### config.mk
export PLATFORM = sky130hd
export DESIGN_NAME = uart_tx_flat
export DESIGN_NICKNAME = d
export VERILOG_FILES = /design/src/rtl/uart_pkg.sv /design/src/rtl/uart_tx_if.sv /design/src/rtl/uart_baud_tick.sv /design/src/rtl/uart_tx.sv /design/src/flat_wrapper.sv
export SDC_FILE = /design/constraint.sdc
export NUM_CORES = 1
export LEC_CHECK = 0
export CAP_MARGIN = 25
export CORE_MARGIN = 1.5
export CORE_UTILIZATION = 51
export DETAILED_ROUTE_END_ITERATION = 12
export PLACE_DENSITY = 0.73
export SKIP_LAST_GASP = 1
export SLEW_MARGIN = 20
export SYNTH_ARGS = -nofsm -noshare
export SYNTH_HDL_FRONTEND = slang
export SYNTH_SLANG_ARGS = --single-unit
### constraint.sdc
create_clock -name PCLK -period 7.65 [get_ports PCLK]
set_input_delay 1.53 -clock PCLK [delete_from_list [all_inputs] [get_ports PCLK]]
set_output_delay 1.53 -clock PCLK [all_outputs]
set_load 0.05 [all_outputs]
### src/rtl/uart_pkg.sv
// Shared types and constants for the UART16550 transmit path: FSM states,
// line-control field encodings and the parity-bit rule.
package uart_pkg;

  typedef enum logic [2:0] {
    ST_IDLE,
    ST_START,
    ST_DATA,
    ST_PARITY,
    ST_STOP
  } tx_state_t;

  localparam logic [1:0] WL_5 = 2'b00;
  localparam logic [1:0] WL_6 = 2'b01;
  localparam logic [1:0] WL_7 = 2'b10;
  localparam logic [1:0] WL_8 = 2'b11;

  localparam int PAR_EN    = 0;
  localparam int PAR_EVEN  = 1;
  localparam int PAR_STICK = 2;

  // Line-control fields frozen for the duration of one frame.
  typedef struct packed {
    logic [1:0] word_length;
    logic       par_en;
    logic       stop_bits;
  } frame_cfg_t;

  // Parity over the active data bits only; bits above the word length are masked off.
  function automatic logic parity_bit(input logic [7:0] data,
                                      input logic [1:0] wl,
                                      input logic [2:0] par);
    logic [7:0] masked;
    masked = data & (8'hFF >> (2'd3 - wl));
    if (par[PAR_STICK])     return ~par[PAR_EVEN];
    else if (par[PAR_EVEN]) return ^masked;
    else                    return ~^masked;
  endfunction

endpackage

### src/rtl/uart_tx_if.sv
// Host-side handshake between the APB register block and the transmitter:
// THR write strobe/data in, holding-buffer and shifter status out.
interface uart_tx_if;
  logic [7:0] tx_data;
  logic       write_flag;
  logic       thr_empty;
  logic       tx_empty;
  logic       tx_overrun;

  modport master (output tx_data, write_flag,
                  input  thr_empty, tx_empty, tx_overrun);
  modport slave  (input  tx_data, write_flag,
                  output thr_empty, tx_empty, tx_overrun);
endinterface

### src/rtl/uart_baud_tick.sv
// Bit-period timer: counts 0..period-1 and strobes at the bit end and at the
// half-period point. Shared with the receiver.
module uart_baud_tick #(
  parameter int BAUD_W = 16
) (
  input  logic              PCLK,
  input  logic              PRESETn,
  input  logic              clear,
  input  logic [BAUD_W-1:0] period,
  output logic              bit_done,
  output logic              half_done
);

  logic [BAUD_W-1:0] cnt;
  logic [BAUD_W-1:0] half;

  assign half      = period >> 1;
  // Periods of 0 and 1 both mean one cycle per bit.
  assign bit_done  = (period <= BAUD_W'(1)) || (cnt == period - BAUD_W'(1));
  assign half_done = (half != '0) && (cnt == half - BAUD_W'(1));

  // NOTE: sequential state uses non-blocking assignments so every register
  // samples pre-edge values regardless of process ordering.
  always_ff @(posedge PCLK or negedge PRESETn) begin
    if (!PRESETn)                cnt <= '0;
    else if (clear || bit_done)  cnt <= '0;
    else                         cnt <= cnt + BAUD_W'(1);
  end

endmodule

### src/rtl/uart_tx.sv
// UART transmitter: THR holding buffer feeding a TSR shifter and a framing FSM
// (start, 5-8 data bits LSB first, optional parity, 1/1.5/2 stop bits).
module uart_tx
  import uart_pkg::*;
#(
  parameter int BAUD_W = 16
) (
  input  logic              PCLK,
  input  logic              PRESETn,
  uart_tx_if.slave          bus,
  input  logic [1:0]        word_length,
  input  logic [2:0]        parity,
  input  logic              stop_bits,
  input  logic              set_break,
  input  logic [BAUD_W-1:0] baud_rate_cnt,
  output logic              txd
);

  tx_state_t  state, state_next;
  frame_cfg_t cfg;
  logic [7:0] thr_data, shifter, shifter_next;
  logic       thr_full;
  logic [2:0] bit_cnt, bit_cnt_next;
  logic       stop_ext, stop_ext_next;
  logic       par_bit, par_bit_next;
  logic       txd_q, line_next;
  logic       overrun_q;
  logic       load, frame_end, clear;
  logic       bit_done, half_done, half_zero;
  logic [2:0] last_bit;

  assign half_zero = ((baud_rate_cnt >> 1) == '0);
  assign last_bit  = {1'b0, cfg.word_length} + 3'd4;
  assign clear     = load || (state_next != state);

  uart_baud_tick #(.BAUD_W(BAUD_W)) u_tick (
    .PCLK      (PCLK),
    .PRESETn   (PRESETn),
    .clear     (clear),
    .period    (baud_rate_cnt),
    .bit_done  (bit_done),
    .half_done (half_done)
  );

  always_comb begin
    // NOTE: every output of this block gets a default first, so no path can
    // leave a value unassigned and infer a latch.
    state_next    = state;
    shifter_next  = shifter;
    bit_cnt_next  = bit_cnt;
    stop_ext_next = stop_ext;
    load          = 1'b0;
    frame_end     = 1'b0;
    line_next     = 1'b1;

    case (state)
      ST_IDLE:   if (thr_full) load = 1'b1;
      ST_START:  if (bit_done) state_next = ST_DATA;
      ST_DATA: begin
        if (bit_done) begin
          if (bit_cnt == last_bit) begin
            state_next = cfg.par_en ? ST_PARITY : ST_STOP;
          end else begin
            shifter_next = shifter >> 1;
            bit_cnt_next = bit_cnt + 3'd1;
          end
        end
      end
      ST_PARITY: if (bit_done) state_next = ST_STOP;
      ST_STOP: begin
        // stop_ext marks the extra half (5-bit words) or full second stop bit.
        if (!stop_ext) begin
          if (bit_done) begin
            if (!cfg.stop_bits || (cfg.word_length == WL_5 && half_zero)) frame_end = 1'b1;
            else                                                          stop_ext_next = 1'b1;
          end
        end else if (cfg.word_length == WL_5 ? half_done : bit_done) begin
          frame_end = 1'b1;
        end
        if (frame_end) begin
          stop_ext_next = 1'b0;
          if (thr_full) load = 1'b1;
          else          state_next = ST_IDLE;
        end
      end
      default:   state_next = ST_IDLE;
    endcase

    if (load) begin
      state_next    = ST_START;
      shifter_next  = thr_data;
      bit_cnt_next  = '0;
      stop_ext_next = 1'b0;
    end

    par_bit_next = load ? parity_bit(thr_data, word_length, parity) : par_bit;

    // The line register is fed from the next state so txd changes on the same
    // edge that enters the new bit.
    case (state_next)
      ST_START:  line_next = 1'b0;
      ST_DATA:   line_next = shifter_next[0];
      ST_PARITY: line_next = par_bit_next;
      default:   line_next = 1'b1;
    endcase
  end

  always_ff @(posedge PCLK or negedge PRESETn) begin
    if (!PRESETn) begin
      state     <= ST_IDLE;
      cfg       <= '0;
      // NOTE: the data registers are reset too, so a mid-frame reset discards
      // the frame and buffer with no stale contents left behind.
      thr_data  <= '0;
      thr_full  <= 1'b0;
      shifter   <= '0;
      bit_cnt   <= '0;
      stop_ext  <= 1'b0;
      par_bit   <= 1'b0;
      txd_q     <= 1'b1;
      overrun_q <= 1'b0;
    end else begin
      state     <= state_next;
      shifter   <= shifter_next;
      bit_cnt   <= bit_cnt_next;
      stop_ext  <= stop_ext_next;
      par_bit   <= par_bit_next;
      txd_q     <= line_next;
      overrun_q <= bus.write_flag && thr_full && !load;
      if (load) cfg <= '{word_length: word_length, par_en: parity[PAR_EN], stop_bits: stop_bits};
      // A write in the load cycle refills the buffer while the old byte moves on.
      if (bus.write_flag) begin
        thr_data <= bus.tx_data;
        thr_full <= 1'b1;
      end else if (load) begin
        thr_full <= 1'b0;
      end
    end
  end

  assign bus.thr_empty  = !thr_full;
  assign bus.tx_empty   = !thr_full && (state == ST_IDLE);
  assign bus.tx_overrun = overrun_q;
  assign txd            = txd_q & ~set_break;

endmodule

### src/flat_wrapper.sv
// flat-port wrapper written by rule: the top's interface ports become plain ports
module uart_tx_flat import uart_pkg::*;
#(
  parameter int BAUD_W = 16
)
  (PCLK, PRESETn, word_length, parity, stop_bits, set_break, baud_rate_cnt, txd, bus_tx_data, bus_write_flag, bus_thr_empty, bus_tx_empty, bus_tx_overrun);
  uart_tx_if bus_i ();
  input  logic PCLK;
  input  logic PRESETn;
  input  logic [1:0] word_length;
  input  logic [2:0] parity;
  input  logic stop_bits;
  input  logic set_break;
  input  logic [BAUD_W-1:0] baud_rate_cnt;
  output logic txd;
  input wire logic [$bits(bus_i.tx_data)-1:0] bus_tx_data;
  input wire logic [$bits(bus_i.write_flag)-1:0] bus_write_flag;
  output wire logic [$bits(bus_i.thr_empty)-1:0] bus_thr_empty;
  output wire logic [$bits(bus_i.tx_empty)-1:0] bus_tx_empty;
  output wire logic [$bits(bus_i.tx_overrun)-1:0] bus_tx_overrun;
  assign bus_i.tx_data = bus_tx_data;
  assign bus_i.write_flag = bus_write_flag;
  assign bus_thr_empty = bus_i.thr_empty;
  assign bus_tx_empty = bus_i.tx_empty;
  assign bus_tx_overrun = bus_i.tx_overrun;
  uart_tx #(.BAUD_W(BAUD_W)) u_core (.PCLK(PCLK), .PRESETn(PRESETn), .bus(bus_i), .word_length(word_length), .parity(parity), .stop_bits(stop_bits), .set_break(set_break), .baud_rate_cnt(baud_rate_cnt), .txd(txd));
endmodule
==> flow_summary.yaml <==
floorplan:
  die_area_um2: 7240
  row_count: 29
  core_area_um2: 6420
  dieWidth_um: 85.1
  start_util_pct: 53.5
  die_h_um: 85.1
  num_io_pins: 38
timing:
  drv_slew: 0
  fin_ws_ns: 2.54
  relSlewSlack_pct: 36.3
  rsz0062_at_grt: "no"
  fin_crit_ns: 5.11
  tightestPinTransition_ns: 0.947
  setup_viol: 0
  finalHoldViolCount: 0
  post-route-period-util_pct: 66.8
  fin_setup_tns_ns: 0
  fmax_mhz: 196
  finalClockSkew_ns: 0.0139
  fin_worst_hold_slack_ns: 0.508
synth:
  synthCells: 387
  synth-seq-cells: 47
  synth_edf_count: 0
  synth_top_family_by_area: "simple AND/OR/NAND/NOR gates"
  synthAdderAreaFrac_pct: 1.82
  synth_xor_area_share_pct: 15.5
  yosysMostFrequentCell: "dfrtp_1"
  yosys.area_share.simple_pct: 24.4
  muxShareOfSynthArea_pct: 5.57
  ys_warn_count: 0
  synth_cell_types: 66
  synth_nets: 426
  synth_commonest_cells: "dfrtp_1 (46), nand2_1 (38), xnor2_1 (36), nor2_1 (34), xor2_1 (25)"
  synth_area_leader_cell: "dfrtp_1"
  ys_async_sr_fraction_pct: 100
  synth_top_cells_by_area: "dfrtp_1 (34%), xnor2_1 (9.2%), xor2_1 (6.4%)"
  seq_area_frac_synth_pct: 34.3
  syn_avg_cell_area_um2: 8.88
  yosysTopAreaCellShare_pct: 33.5
  synth_compound_area_share_pct: 13.4
  synth_ff_type: "dfrtp_1"
  syn_area_um2: 3440
clock_tree:
  postCtsSetupBuffers: 0
  cts_tree: "yes"
  path_clk_slew_ns: 0.09
  clk_latency_ns: 0.30
  cts_htree_levels: 2
  clock-sinks: 47
  cts_buffers: 5
  clk_path_buf_depth: 2
  cts-hold-fix-buffers: 0
  clock-root-buffer: "clkbuf_8"
  ctsResizeCount: 0
drt:
  dr.pass1.iters: 8
  via_per_inst: 5.81
  postRouteAntennaNets: 0
  routed_wl_um: 7910
  drc: 3
  drtIter0Drc: 276
  vias: 2824
  post_drt_wl_per_cell_um: 16.3
pwr:
  powerDensity_nw_per_um2: 172
  totalPowerFinal_uw: 667
  vdd_drop_max_mv: 0.159
  leakage_uw: 0.00159
worst_setup_path:
  endpoint_kind: "flop"
  crit_required_ns: 7.83
  start_kind: "input pin"
  timing.rr.start: "u_core.u_tick.cnt[0]"
  critPathArrivalTime_ns: 5.29
  setup.worst_path.end: "u_core.cfg[3]"
  critPathLaunch: "baud_rate_cnt[1]"
  r2r-end: "u_core.cfg[3]"
  reg2regPathDepth: 8
  r2r_slack_ns: 4.38
  crit_path_max_fanout: 30
  crit_type: "in -> reg"
cells_and_area:
  n_antenna_cell: 0
  final_cells: 486
  nNetsFinal: 447
  area_growth_pct: 13.1
  drive_gt1_share_pct: 7.58
job:
  maxCapViolCount: 0
global_route:
  grt_antenna_before_repair: 0
  grt_pass1_vias: 2671
  grt_start_max_net_pins: 48
  track_usage_pct: 23.2
  grt.overflow.total: 0
  grt_pass1_wl_um: 13500
outcome:
  status: "finished, violations left"
  violations: "DRC"
place:
  portBuffers: 37
  place_ws_ns: 2.02
  dp.cells: 478
  gp_congestion: 0.971
  hpwl_um: 5980
worst_hold_path:
  hold_path.class: "reg -> reg"
[worst min path at each step]
stage / start / to / slack, ns / depth (start not counted)
finish: u_core.shifter[6] / u_core.shifter[5] / 0.51 / 2
global route: u_core.shifter[6] / u_core.shifter[5] / 0.54 / 2
CTS: u_core.shifter[6] / u_core.shifter[5] / 0.51 / 2
detailed placement: u_core.shifter[6] / u_core.shifter[5] / 0.49 / 2
global placement: u_core.shifter[2] / u_core.shifter[1] / 0.48 / 2
floorplan: u_core.thr_data[6] / u_core.shifter[6] / 0.47 / 2
[layer usage]
layer | vias up | share of wire [%] | GRT usage, %
li1 | 1406 | - | -
met1 | 1327 | 49 | 36.1
met2 | 78 | 44 | 33.8
met3 | 13 | 5.9 | 2.82
met4 | 0 | 1.8 | 7.00
met5 | - | 0 | 0
[critical path, cell delays in order]
cell and delay (ns):
clkdlybuf4s50_1 0.47, inv_1 0.18, ha_1 0.28, nor4b_2 0.57, xnor2_1 0.15, nor4_1 0.45
nand4b_1 0.17, nor4_2 0.31, o221ai_2 0.17, a21oi_4 0.58, mux2_2 0.41
[through the flow]
step / utilization, % / cell area [µm²]
2_1_floorplan: - / 3440
3_3_place_gp: 59.0 / 3790
3_5_place_dp: 59.0 / 3790
4_1_cts: 60.3 / 3870
5_1_grt: 60.5 / 3880
6_report: 60.5 / 3880
[kinds of logic after synthesis]
kind of cell,Yosys count
adders and majority gates,5
DFF,47
and+or+nand+nor,157
AOI/OAI and AO/OA,61
buffers and inverters,38
xor gates and xnor gates,61
muxes,18
[flip-flops by register name, summed over array words and instances (netlist names)]
| signal | cells |
|---|---|
| u_core.bit_cnt | 3 |
| u_core.thr_full | 1 |
| u_core.u_tick.cnt | 16 |
| u_core.thr_data | 8 |
| u_core.par_bit | 1 |
| u_core.txd_q | 1 |
| u_core.stop_ext | 1 |
| u_core.shifter | 8 |
| u_core.bus.tx_overrun | 1 |
| u_core.state | 3 |
| u_core.cfg | 4 |
[cell type report]
type | instances | area, µm²
fillers | 587 | 2540
multi-input cells | 302 | 2090
flip-flops and latches | 47 | 1180
repair buffers | 38 | 375
well taps | 77 | 96.3
clock buffers | 6 | 72.6
inverters | 14 | 52.6
clock inverters | 2 | 16.3
[power breakdown]
part | total, µW | switching [µW] | internal [µW]
clock | 151 | 85.2 | 65.7
combinational | 192 | 93.9 | 98.1
sequential | 324 | 49.6 | 274
[cells in the final DEF (no fill, tap or decap), types with 3 or more instances in the layout]
| cell | instances |
|---|---|
| a211oi_1 | 4 |
| a21oi_1 | 5 |
| a31oi_1 | 5 |
| and3_1 | 10 |
| clkbuf_8 | 5 |
| clkdlybuf4s50_1 | 36 |
| dfrtp_1 | 46 |
| ha_1 | 5 |
| inv_1 | 14 |
| mux2_2 | 9 |
| mux2i_1 | 9 |
| nand2_1 | 38 |
| nand2b_1 | 5 |
| nand3_1 | 17 |
| nand3b_1 | 5 |
| nand4_1 | 3 |
| nor2_1 | 34 |
| nor3_1 | 9 |
| nor3b_1 | 8 |
| nor4_1 | 8 |
| o21ai_0 | 15 |
| o21bai_1 | 4 |
| or4_1 | 3 |
| xnor2_1 | 36 |
| xor2_1 | 25 |
No activity file was read; power rests on OpenSTA's default activity.
